$ cat src/rtl/pc_sequencer.sv
`timescale 1ns/1ps
// PC advance control for picoMIPS: runs freely, stalls on WAIT until a debounced
// button press+release, freezes on HALT. pc_inc feeds the program counter directly.
module pc_sequencer #(
   parameter int unsigned                 OPCODE_WIDTH    = 3,
   parameter logic [OPCODE_WIDTH-1:0]     WAIT_OPCODE     = OPCODE_WIDTH'(3'b110),
   parameter logic [OPCODE_WIDTH-1:0]     HALT_OPCODE     = OPCODE_WIDTH'(3'b111),
   parameter int unsigned                 DEBOUNCE_CYCLES = 4,
   parameter int unsigned                 CNT_WIDTH       = $clog2(DEBOUNCE_CYCLES)
) (
   input  logic                    clk,
   input  logic                    n_reset,
   input  logic [OPCODE_WIDTH-1:0] opcode,
   input  logic                    button,
   output logic                    pc_inc,
   output logic                    waiting,
   output logic                    halted,
   output logic                    btn_level
);

   localparam logic [CNT_WIDTH-1:0] CNT_MAX = CNT_WIDTH'(DEBOUNCE_CYCLES - 1);

   typedef enum logic [1:0] {
      RUN          = 2'd0,
      WAIT_PRESS   = 2'd1,
      WAIT_RELEASE = 2'd2,
      HALT         = 2'd3
   } state_t;

   state_t               state_q, state_d;
   logic                 sync1_q, sync2_q;
   logic                 stable_q, stable_d;
   logic [CNT_WIDTH-1:0] cnt_q, cnt_d;
   logic                 press_q, press_d;
   logic                 release_q, release_d;
   logic                 pc_inc_c;

   always_ff @(posedge clk or negedge n_reset) begin
      if (!n_reset) begin
         state_q   <= RUN;
         sync1_q   <= 1'b0;
         sync2_q   <= 1'b0;
         stable_q  <= 1'b0;
         cnt_q     <= '0;
         press_q   <= 1'b0;
         release_q <= 1'b0;
      end else begin
         state_q   <= state_d;
         sync1_q   <= button;
         sync2_q   <= sync1_q;
         stable_q  <= stable_d;
         cnt_q     <= cnt_d;
         press_q   <= press_d;
         release_q <= release_d;
      end
   end

   // Any sample matching the accepted level restarts the count, so short glitches vanish.
   always_comb begin
      stable_d  = stable_q;
      cnt_d     = cnt_q;
      press_d   = 1'b0;
      release_d = 1'b0;
      if (sync2_q == stable_q) begin
         cnt_d = '0;
      end else if (cnt_q == CNT_MAX) begin
         stable_d  = sync2_q;
         cnt_d     = '0;
         press_d   = sync2_q;
         release_d = ~sync2_q;
      end else begin
         cnt_d = cnt_q + 1'b1;
      end
   end

   always_comb begin
      state_d  = state_q;
      pc_inc_c = 1'b0;
      case (state_q)
         RUN: begin
            if (opcode == WAIT_OPCODE) begin
               state_d = WAIT_PRESS;
            end else if (opcode == HALT_OPCODE) begin
               state_d = HALT;
            end else begin
               pc_inc_c = 1'b1;
            end
         end
         WAIT_PRESS: begin
            if (press_q) state_d = WAIT_RELEASE;
         end
         WAIT_RELEASE: begin
            if (release_q) begin
               pc_inc_c = 1'b1;
               state_d  = RUN;
            end
         end
         HALT: state_d = HALT;
         default: state_d = RUN;
      endcase
   end

   assign pc_inc    = n_reset & pc_inc_c;
   assign waiting   = (state_q == WAIT_PRESS) || (state_q == WAIT_RELEASE);
   assign halted    = (state_q == HALT);
   assign btn_level = stable_q;

endmodule

$ cat config.mk
export PLATFORM = sky130hd
export DESIGN_NAME = pc_sequencer
export DESIGN_NICKNAME = d
export VERILOG_FILES = /design/src/rtl/pc_sequencer.sv
export SDC_FILE = /design/constraint.sdc
export NUM_CORES = 1
export LEC_CHECK = 0
export ABC_AREA = 1
export CAP_MARGIN = 25
export CORE_AREA = 2 2 39 41
export DETAILED_ROUTE_END_ITERATION = 10
export DIE_AREA = 0 0 41 43
export GPL_ROUTABILITY_DRIVEN = 0
export SYNTH_ARGS = -nofsm -noshare
export SYNTH_HDL_FRONTEND = slang
export SYNTH_SLANG_ARGS = --single-unit
export TNS_END_PERCENT = 20
$ cat constraint.sdc
create_clock -name clk -period 1.2 [get_ports clk]
set_input_delay 0.18 -clock clk [delete_from_list [all_inputs] [get_ports clk]]
set_output_delay 0.18 -clock clk [all_outputs]
set_load 0.005 [all_outputs]
==> run_results.csv <==
group,metric,value,unit
yosys,syn_inst,48,
die,rows,14,
pwr,intPower,1.02,mW
detailed_routing,drt-total-wl,894,um
final_layout,drive_above_1_share,36.6,%
pwr,cellPowerDensity,2370,nW/um2
cts,cts.clk_slew.worst_paths,0.06,ns
worst_setup_path,cp_data_arrival_time,1.27,ns
cts,cts_sinks,9,
detailed_routing,viasPerCell,4.39,
yosys,synth_area_leaders,"dfrtp_1 51%, ha_1 14%, nand2_1 9.3%, inv_1 6.8%, nor2_1 4.2%",
place,portBuffers,9,
timing,setup_violations,5,
detailed_routing,final_antenna_net_count,0,
timing,slew_headroom,79.1,%
final_layout,nets,83,
timing,skew,0.00303,ns
status,status,"finished, violations left",
detailed_routing,wl_per_cell,10.3,um
timing,finalCritPeriodShare,121,%
place,post-dp-hpwl,657,um
timing,hold_viol_final,0,
cts,numCtsBuffers,3,
yosys,ys_warn_count,0,
yosys,yosysUniqueCellTypes,14,
final_layout,final_cell_mix,"9 x dfrtp_1, 8 x nand2_1, 7 x buf_4, 6 x inv_1",
worst_setup_path,worstSetupEndpointType,"primary output",
die,die_x,41,um
yosys,yosysSeqAreaShare,50.7,%
pwr,static-leakage-power,0.342,nW
worst_setup_path,cp_max_fo,3,
final_layout,syn2layout_area_growth,54.4,%
place,dpl-instance-area,599,um2
timing,rsz0062_at_grt,"true",
detailed_routing,drtIter0Drc,0,
final_layout,final_area,686,um2
cts,clock-root-buffer,"clkbuf_4",
yosys,syn_nets,59,
pwr,seq_power_share,28.0,%
detailed_routing,route.detailed.drc,0,
yosys,avgSynthCellArea,9.25,um2
status,violations,"setup timing",
detailed_routing,num_vias,382,
grt,grt_max_degree,10,
pwr,swShare,37.3,%
grt,grt_pass1_wl,1500,um
place,place_ws,-0.439,ns
cts,cts_tree,"yes",
yosys,ys_ff_latch,9,
timing,finalCriticalPeriod,1.45,ns
pwr,pwr-share-clk,14.4,%
final_layout,final_common_cell,"dfrtp_1",
final_layout,insertedDiodeCount,0,
grt,grt_usage,13.4,%
job,drv_cap,0,
worst_setup_path,setup.worst_path.start_class,"flip-flop",
die,fp.dieArea,1760,um2
pwr,pwr-share-comb,57.6,%
grt,grt_pass1_vias,400,
cts,hold_buffers,0,
pwr,power,1.62,mW
timing,fin_ws,-0.251,ns
final_layout,utilization,49.5,%
worst_setup_path,critPathKind,"flip-flop to primary output",
yosys,synthesis.area,444,um2
yosys,yosys.area.top_type,"dfrtp_1",
worst_setup_path,crit_required,1.02,ns
cts,cts_htree_levels,1,
die,die_h,43,um
cts,ctsLongestPathBuffers,2,
die,core,1380,um2
detailed_routing,drt_first_pass_iters,1,
pwr,switching_power,606,uW
cts,clk_latency,0.26,ns
grt,antenna_found_initial,0,
timing,max_freq,689,MHz
die,start_util,32.1,%
pwr,vdd_drop_max,1030,uV
grt,grt_overflow,0,
timing,tightest_slew,0.311,ns
timing,final_max_slew_viol_count,0,
die,io_pins,10,
worst_hold_path,hold_path_class,"input pin to asynchronous set/reset pin",
yosys,yosysTopAreaCellShare,50.7,%
==> registers in the layout (all words and copies together), names as in the netlist <==
| signal | count |
|---|---|
| state_q | 2 |
| btn_level | 1 |
| sync2_q | 1 |
| sync1_q | 1 |
| cnt_q | 2 |
| press_q | 1 |
| release_q | 1 |
==> path summary, 6_finish.rpt <==
check                              to  cells after the start        from  slack (ns)
hold / removal             state_q[1]                      2     n_reset        0.26
max in group asynchronous   release_q                      2     n_reset        0.81
hold reg to reg               sync2_q                      0     sync1_q        0.36
setup reg to reg           state_q[0]                      8  state_q[1]       -0.16
setup / recovery               pc_inc                      6  state_q[1]       -0.25
min in group clk              sync1_q                      1      button        0.36
==> cells by family after synthesis <==
| logic type | after synthesis | share of synthesized area [%] |
|---|---|---|
| AO/OA/AOI/OAI | 4 | 5.07 |
| XOR/XNOR | 1 | 1.97 |
| adder cells (fa/ha/maj) | 5 | 14.1 |
| buffers and inverters | 8 | 6.76 |
| flip-flops | 9 | 50.7 |
| AND/OR/NAND/NOR | 21 | 21.4 |
==> through the flow <==
step | hold WS [ns] | std cells | TNS [ns]
after floorplan | -0.116 | 48 | 0
after global placement | 0.335 | 79 | -0.857
after detailed placement | 0.339 | 79 | -0.942
after CTS | 0.271 | 85 | -0.902
after global routing | 0.296 | 87 | -1.01
final | 0.257 | 87 | -0.718
==> synth_stat cells <==
cell and number:
xnor2_1 1, dfrtp_1 9, a21boi_0 1, nand2_1 11
nor2_1 5, nor3_2 1, inv_1 8, nand2_2 1
ha_1 5, nand3_1 1, o21ai_0 1, a21oi_1 2
nand4_1 1, nor3b_1 1
==> area by class of cell <==
class / instances / area [um2]
multi-input combinational: 31 / 224
tap: 16 / 20.0
timing repair buffer: 19 / 160
inverter: 8 / 30.0
sequential: 9 / 225
fill: 142 / 698
clock buffer: 4 / 26.3
==> worst max-delay path: stages (launching register included) <==
cell	delay (ns)
dfrtp_1	0.41
buf_6	0.13
buf_6	0.11
ha_4	0.15
nand2_2	0.04
a21boi_1	0.05
buf_2	0.12
==> per-layer routing <==
metal	vias to the layer above	wire length, um	global-route usage, %
met4	0	28	10.0
met5	-	0	0
met1	173	318	12.6
li1	193	-	-
met2	12	484	22.8
met3	4	62	3.14
==> timing repair <==
item,in CTS,in global routing
pin swaps,1,0
endpoints found under the hold margin,0,0
endpoints found under the setup margin,6,5
gates resized for setup,17,8
setup buffers,2,2
==> power groups by stage <==
stage               registers, mW  logic, mW  clock network [mW]
CTS                         0.452      0.862               0.244
global route                0.464       1.07               0.260
detailed placement          0.453      0.785                   0
finish                      0.455      0.935               0.234
global placement            0.448      0.766                   0
floorplan                   0.452      0.410                   0
Note: power is estimated with default switching activity, not from simulation.
